--- config.mk ---
export PLATFORM = sky130hd
export DESIGN_NAME = lcd_read_fsm_flat
export DESIGN_NICKNAME = d
export VERILOG_FILES = /design/src/rtl/lcd_read_fsm_if.sv /design/src/rtl/lcd_read_fsm.sv /design/src/flat_wrapper.sv
export SDC_FILE = /design/constraint.sdc
export NUM_CORES = 1
export LEC_CHECK = 0
export BUFFER_PORTS_ARGS = -buffer_cell sky130_fd_sc_hd__buf_4
export CORE_AREA = 8 8 62 64
export DETAILED_ROUTE_END_ITERATION = 7
export DIE_AREA = 0 0 70 72
export PLACE_DENSITY_LB_ADDON = 0.2
export SLEW_MARGIN = 5
export SYNTH_ARGS = -nofsm -noshare
export SYNTH_HDL_FRONTEND = slang
export SYNTH_SLANG_ARGS = --single-unit
export TNS_END_PERCENT = 30
--- constraint.sdc ---
create_clock -name int_osc -period 2.54 [get_ports int_osc]
set_input_delay 0.381 -clock int_osc [delete_from_list [all_inputs] [get_ports int_osc]]
set_output_delay 0.381 -clock int_osc [all_outputs]
set_load 0.05 [all_outputs]
--- src/rtl/lcd_read_fsm_if.sv ---
// Bus bundle between the LCD read sequencer and its controller / pad logic.
// The master side issues read requests; the slave side is the sequencer.
interface lcd_read_fsm_if;
  logic       en;
  logic       readReq;
  logic       RSin;
  logic       pollBusy;
  logic [7:0] lcdDataIn;
  logic       RSout;
  logic       RWout;
  logic       enable;
  logic       busRelease;
  logic [7:0] dataOut;
  logic       dataValid;
  logic       timeout;
  logic       busy;

  modport master (
    output en, readReq, RSin, pollBusy, lcdDataIn,
    input  RSout, RWout, enable, busRelease, dataOut, dataValid, timeout, busy
  );

  modport slave (
    input  en, readReq, RSin, pollBusy, lcdDataIn,
    output RSout, RWout, enable, busRelease, dataOut, dataValid, timeout, busy
  );
endinterface

--- src/rtl/lcd_read_fsm.sv ---
// HD44780-style read sequencer: data-register or busy-flag reads, with an
// optional poll mode that re-reads the busy flag until it clears or a limit hits.
module lcd_read_fsm #(
  parameter int SETUP_CYC  = 1,
  parameter int E_HIGH_CYC = 2,
  parameter int HOLD_CYC   = 1,
  parameter int POLL_MAX   = 255
) (
  input  logic          int_osc,
  input  logic          reset,
  lcd_read_fsm_if.slave bus
);

  localparam int MAX_AB = (SETUP_CYC > E_HIGH_CYC) ? SETUP_CYC : E_HIGH_CYC;
  localparam int MAX_CYC = (MAX_AB > HOLD_CYC) ? MAX_AB : HOLD_CYC;
  localparam int PW  = $clog2(MAX_CYC + 1);
  localparam int PCW = $clog2(POLL_MAX + 1);

  localparam logic [PW-1:0]  SETUP_LAST = PW'(SETUP_CYC - 1);
  localparam logic [PW-1:0]  EHIGH_LAST = PW'(E_HIGH_CYC - 1);
  localparam logic [PW-1:0]  HOLD_LAST  = PW'(HOLD_CYC - 1);
  localparam logic [PCW-1:0] POLL_LAST  = PCW'(POLL_MAX - 1);

  typedef enum logic [2:0] {
    S_IDLE  = 3'd0,
    S_SETUP = 3'd1,
    S_EHIGH = 3'd2,
    S_HOLD  = 3'd3,
    S_DONE  = 3'd4
  } state_t;

  state_t         state_q, state_d;
  logic [PW-1:0]  phase_q, phase_d;
  logic [PCW-1:0] poll_cnt_q, poll_cnt_d;
  logic           rs_lat_q, rs_lat_d;
  logic           poll_lat_q, poll_lat_d;
  logic           timeout_lat_q, timeout_lat_d;
  logic [7:0]     data_q, data_d;

  logic rs_out_q, rs_out_d;
  logic rw_out_q, rw_out_d;
  logic e_out_q, e_out_d;
  logic release_q, release_d;
  logic valid_q, valid_d;
  logic timeout_q, timeout_d;
  logic busy_q, busy_d;

  // Next-state, latches and output decode; outputs are decoded from the next
  // state so that the registered pins always match the registered state.
  always_comb begin
    state_d       = state_q;
    phase_d       = phase_q;
    poll_cnt_d    = poll_cnt_q;
    rs_lat_d      = rs_lat_q;
    poll_lat_d    = poll_lat_q;
    timeout_lat_d = timeout_lat_q;
    data_d        = data_q;

    if (bus.en) begin
      case (state_q)
        S_IDLE: begin
          if (bus.readReq) begin
            rs_lat_d   = bus.pollBusy ? 1'b0 : bus.RSin;
            poll_lat_d = bus.pollBusy;
            poll_cnt_d = '0;
            phase_d    = '0;
            state_d    = S_SETUP;
          end else begin
            state_d = S_IDLE;
          end
        end
        S_SETUP: begin
          if (phase_q == SETUP_LAST) begin
            phase_d = '0;
            state_d = S_EHIGH;
          end else begin
            phase_d = phase_q + PW'(1);
          end
        end
        S_EHIGH: begin
          // Capture on the edge that ends the pulse, while E is still high.
          if (phase_q == EHIGH_LAST) begin
            data_d  = bus.lcdDataIn;
            phase_d = '0;
            state_d = S_HOLD;
          end else begin
            phase_d = phase_q + PW'(1);
          end
        end
        S_HOLD: begin
          if (phase_q == HOLD_LAST) begin
            phase_d = '0;
            if (poll_lat_q && data_q[7]) begin
              if (poll_cnt_q == POLL_LAST) begin
                timeout_lat_d = 1'b1;
                state_d       = S_DONE;
              end else begin
                poll_cnt_d = poll_cnt_q + PCW'(1);
                state_d    = S_SETUP;
              end
            end else begin
              state_d = S_DONE;
            end
          end else begin
            phase_d = phase_q + PW'(1);
          end
        end
        S_DONE: begin
          timeout_lat_d = 1'b0;
          state_d       = S_IDLE;
        end
        default: begin
          phase_d       = '0;
          poll_cnt_d    = '0;
          timeout_lat_d = 1'b0;
          state_d       = S_IDLE;
        end
      endcase
    end else begin
      state_d = state_q;
    end

    rs_out_d  = 1'b0;
    rw_out_d  = 1'b0;
    e_out_d   = 1'b0;
    release_d = 1'b0;
    valid_d   = 1'b0;
    timeout_d = 1'b0;
    busy_d    = 1'b0;
    case (state_d)
      S_IDLE: begin
        busy_d = 1'b0;
      end
      S_SETUP, S_HOLD: begin
        rs_out_d  = rs_lat_d;
        rw_out_d  = 1'b1;
        release_d = 1'b1;
        busy_d    = 1'b1;
      end
      S_EHIGH: begin
        rs_out_d  = rs_lat_d;
        rw_out_d  = 1'b1;
        e_out_d   = 1'b1;
        release_d = 1'b1;
        busy_d    = 1'b1;
      end
      S_DONE: begin
        rs_out_d  = rs_lat_d;
        rw_out_d  = 1'b1;
        release_d = 1'b1;
        valid_d   = 1'b1;
        timeout_d = timeout_lat_d;
        busy_d    = 1'b1;
      end
      default: begin
        busy_d = 1'b0;
      end
    endcase
  end

  // State, latch and output registers with synchronous active-low reset.
  always_ff @(posedge int_osc) begin
    if (!reset) begin
      state_q       <= S_IDLE;
      phase_q       <= '0;
      poll_cnt_q    <= '0;
      rs_lat_q      <= 1'b0;
      poll_lat_q    <= 1'b0;
      timeout_lat_q <= 1'b0;
      data_q        <= 8'h00;
      rs_out_q      <= 1'b0;
      rw_out_q      <= 1'b0;
      e_out_q       <= 1'b0;
      release_q     <= 1'b0;
      valid_q       <= 1'b0;
      timeout_q     <= 1'b0;
      busy_q        <= 1'b0;
    end else begin
      state_q       <= state_d;
      phase_q       <= phase_d;
      poll_cnt_q    <= poll_cnt_d;
      rs_lat_q      <= rs_lat_d;
      poll_lat_q    <= poll_lat_d;
      timeout_lat_q <= timeout_lat_d;
      data_q        <= data_d;
      rs_out_q      <= rs_out_d;
      rw_out_q      <= rw_out_d;
      e_out_q       <= e_out_d;
      release_q     <= release_d;
      valid_q       <= valid_d;
      timeout_q     <= timeout_d;
      busy_q        <= busy_d;
    end
  end

  assign bus.RSout      = rs_out_q;
  assign bus.RWout      = rw_out_q;
  assign bus.enable     = e_out_q;
  assign bus.busRelease = release_q;
  assign bus.dataOut    = data_q;
  assign bus.dataValid  = valid_q;
  assign bus.timeout    = timeout_q;
  assign bus.busy       = busy_q;

endmodule
--- src/flat_wrapper.sv ---
// flat-port wrapper written by rule: the top's interface ports become plain ports
module lcd_read_fsm_flat 
#(
  parameter int SETUP_CYC  = 1,
  parameter int E_HIGH_CYC = 2,
  parameter int HOLD_CYC   = 1,
  parameter int POLL_MAX   = 255
)
  (int_osc, reset, bus_en, bus_readReq, bus_RSin, bus_pollBusy, bus_lcdDataIn, bus_RSout, bus_RWout, bus_enable, bus_busRelease, bus_dataOut, bus_dataValid, bus_timeout, bus_busy);
  lcd_read_fsm_if bus_i ();
  input  logic int_osc;
  input  logic reset;
  input wire logic [$bits(bus_i.en)-1:0] bus_en;
  input wire logic [$bits(bus_i.readReq)-1:0] bus_readReq;
  input wire logic [$bits(bus_i.RSin)-1:0] bus_RSin;
  input wire logic [$bits(bus_i.pollBusy)-1:0] bus_pollBusy;
  input wire logic [$bits(bus_i.lcdDataIn)-1:0] bus_lcdDataIn;
  output wire logic [$bits(bus_i.RSout)-1:0] bus_RSout;
  output wire logic [$bits(bus_i.RWout)-1:0] bus_RWout;
  output wire logic [$bits(bus_i.enable)-1:0] bus_enable;
  output wire logic [$bits(bus_i.busRelease)-1:0] bus_busRelease;
  output wire logic [$bits(bus_i.dataOut)-1:0] bus_dataOut;
  output wire logic [$bits(bus_i.dataValid)-1:0] bus_dataValid;
  output wire logic [$bits(bus_i.timeout)-1:0] bus_timeout;
  output wire logic [$bits(bus_i.busy)-1:0] bus_busy;
  assign bus_i.en = bus_en;
  assign bus_i.readReq = bus_readReq;
  assign bus_i.RSin = bus_RSin;
  assign bus_i.pollBusy = bus_pollBusy;
  assign bus_i.lcdDataIn = bus_lcdDataIn;
  assign bus_RSout = bus_i.RSout;
  assign bus_RWout = bus_i.RWout;
  assign bus_enable = bus_i.enable;
  assign bus_busRelease = bus_i.busRelease;
  assign bus_dataOut = bus_i.dataOut;
  assign bus_dataValid = bus_i.dataValid;
  assign bus_timeout = bus_i.timeout;
  assign bus_busy = bus_i.busy;
  lcd_read_fsm #(.SETUP_CYC(SETUP_CYC), .E_HIGH_CYC(E_HIGH_CYC), .HOLD_CYC(HOLD_CYC), .POLL_MAX(POLL_MAX)) u_core (.int_osc(int_osc), .reset(reset), .bus(bus_i));
endmodule
==> impl_results.md <==
* Final instance area at 1700 µm²
* Max Root-Sink Buffers at 2
* PD cells at about 500 nW/µm²
* Grt total ovfl at 0
* Pleak at 0.747 nW
* Hold Vio Cnt, Final at 0
* CTS resizes at 0
* Max frequency at 486 MHz
* Initial core utilization at 49.8%
* Worst EP arrival at 2.27 ns
* DRT iter0 DRCs at 78
* Worst-path fanout max at 4
* Cell variety after synth at 46
* Post-Syn Area at roughly 1400 µm²
* Fin worst setup slack at 0.482 ns
* EDFF count, synth at 0
* Relative slew slack at 67.1%
* Sw Pwr at 0.221 mW
* Placed Cells at 214
* Critical path buffers and inverters at 1
* Min Tclk post-route at 2.06 ns
* Crit-path slowest cell: dfxtp_1
* Worst path cell trace: inv_1, ha_1, and4_1, a311o_1, a41o_1, nand2_2, mux2_2
* Hold buffers post-CTS at 0
* Layout area overhead at 17.6%
* Die X at 70 µm
* Mapped Cells at 161
* Count of endpoints failing setup in the final report at 0
* Post-route DRC at 0
* Top cells by count, synth: 29 x dfxtp_1, 16 x nor2_1, 13 x a21oi_1, 12 x nand2_1, 9 x mux2i_1
* First-pass GRT wire length at about 5300 µm
* Clk root buf: clkbuf_4
* Port bufs at 28
* Setup TNS Final at 0 ns
* CP startpoint kind: register
* Setup Buffers After CTS at 0
* R2R depth at 7
* Hold WS at just under 0.3 ns
* Overall routing resource usage at 12.6%
* Worst Setup End Kind: register
* Synth Flop Type: dfxtp_1
* Status: completed
* Crit path required time at 2.75 ns
* Routed Antenna Nets at 0
* Asr flop ratio synth at 0%
* Layout Skew at 0.00677 ns
* Hold Crit Start: bus_lcdDataIn[2]
* CP Launch Point: u_core.poll_cnt_q[0]
* Hold Crit Class: input pin to register
* Int Power at around 0.63 mW
* WL/cell at 14.3 µm
* Placer Congestion at between 0.8 and 0.9
* Die Area at 5040 µm²
* Max-Cap Viols at 0
* H-tree levels at 2
* Seq pwr share at 55.3%
* Placement Setup Slack at 0.499 ns
* Final WL at about 3200 µm
* Critical path's top delay family: compound AO/OA/AOI/OAI gates
* Avg Synthesized Cell Area at 8.98 µm²
* Core Util, Final at 58.6%
* N_diodes at 0
* DR vias/cell at 5.59
* Number of global-route vias before repair at 1,223
* Largest area contributor in the netlist: dfxtp_1
* Sequential share of the synthesized area at 40.1%
* Synth top area cells: dfxtp_1 40%, mux2i_1 6.2%, a21oi_1 4.5%
* Slew Limit Fails at 0
* Share of layout cells above drive strength 1 at 22.3%
* DR pass1 iterations at 4
* Via count at 1,235
* Worst vdd ir at 0.322 mV
* CP Class: register to register
* CP Depth at 7
* Final critical-path share of the clock period at 81.0%
* Flop and latch count out of synthesis at 29
* Slowest stage delay, CP at about 0.37 ns
* Post-DP HPWL at 2330 µm
* Largest net degree at the start of global routing at 18
* CTS clk-pin slew, worst paths at 0.09 ns
* CTS Buf Count at 5
* Clk_lat worst skew at 0.32 ns
* R2r startpoint: u_core.poll_cnt_q[0]
* Nets at 207
* Worst hold path depth at 3
* IO Count at 29
* Count leader, synth: dfxtp_1
* Yosys top cell area share at between 40% and 50%
* CORE AREA at 2900 µm²
* Switch share at 25.9%
* Num Clock Sinks at 29
* Placed inst area at 1650 µm²
* Mapped Nets at 180
* Clock Power Share at around a third
* Comb pwr share at 12.1%
* Worst Max-Slew Pin Slew at around 0.49 ns
* Initial antenna violation count at 0
* Die Y at 72 µm
* Std-Cell Rows at 20
* Finished Layout Cells at 221
* Tot Pwr at 0.854 mW
* TritonCTS clock tree: done
* Synth warn at 0
* RSZ-0062 raised after global routing: no
-- routing by layer --
metal	part of all wire, %	track usage (%)	vias up	wire [µm]
li1	-	-	627	-
met1	46	13.7	562	1450
met2	47	21.5	41	1490
met3	5.9	5.18	5	188
met4	1.1	4.69	0	35
met5	0	0	-	0
-- logic make-up (layout without fill, tap and decap cells) --
kind of cell	count (synthesis)	count (layout)	share of synthesized area, %
AOI/OAI and AO/OA	35	35	15.9
xor gates and xnor gates	1	1	0.606
adders and majority gates	5	5	4.33
buffers and inverters	14	41	5.10
DFF	29	29	40.1
muxes	10	10	7.01
and+or+nand+nor	67	67	26.9
-- placed cells by master (no fill, tap or decap), types with 2 or more instances in the layout --
cell type	netlist	routed
o21ai_0	6	6
inv_1	5	5
o21a_1	2	2
nor2_1	16	16
o31ai_1	2	2
nor3_1	2	2
nor2b_1	4	4
dfxtp_1	29	29
nand4_1	2	2
or3_1	6	6
nand2_1	12	12
a21boi_0	2	2
o21ai_1	2	2
and2_1	2	2
mux2i_1	9	9
ha_1	5	5
buf_4	3	28
nand3_1	8	8
a21oi_1	13	13
clkbuf_4	0	5
and3_1	3	3
-- power by group through the flow --
| stage | registers (mW) | clock network, mW | logic, mW |
|---|---|---|---|
| 2_1_floorplan | 0.486 | 0 | 0.0701 |
| 3_3_place_gp | 0.483 | 0 | 0.101 |
| 3_5_place_dp | 0.483 | 0 | 0.103 |
| 4_1_cts | 0.472 | 0.286 | 0.103 |
| 5_1_grt | 0.473 | 0.299 | 0.110 |
| 6_report | 0.472 | 0.278 | 0.103 |
-- tightest hold or removal path, delay by kind of cell --
| family | cells | cell delay [ns] |
|---|---|---|
| multiplexers | 1 | 0.05 |
| AND/OR/NAND/NOR | 1 | 0.07 |
| buffers and inverters | 1 | 0.08 |
-- final timing paths --
| path | endpoint | slack, ns |
|---|---|---|
| max | u_core.bus.busRelease | 0.48 |
| max reg2reg | u_core.bus.busRelease | 0.48 |
| min reg2reg | u_core.phase_q[1] | 0.48 |
| min | u_core.bus.dataOut[2] | 0.29 |
-- layout make-up --
cell class                      instances  area (µm²)
Fill cell                             267        1200
Multi-Input combinational cell        118         792
Sequential cell                        29         581
Timing Repair Buffer                   28         210
Clock buffer                            7        55.1
Tap cell                               33        41.3
Inverter                                6        22.5
-- flip-flops by register name, indices dropped and copies added (netlist names) --
name	flops
u_core.bus.dataOut	8
u_core.poll_lat_q	1
u_core.phase_q	2
u_core.bus.timeout	1
u_core.timeout_lat_q	1
u_core.bus.busRelease	1
u_core.poll_cnt_q	8
u_core.bus.enable	1
u_core.bus.RSout	1
u_core.state_q	3
u_core.rs_lat_q	1
u_core.bus.dataValid	1
Note: power is estimated with default switching activity, not from simulation.
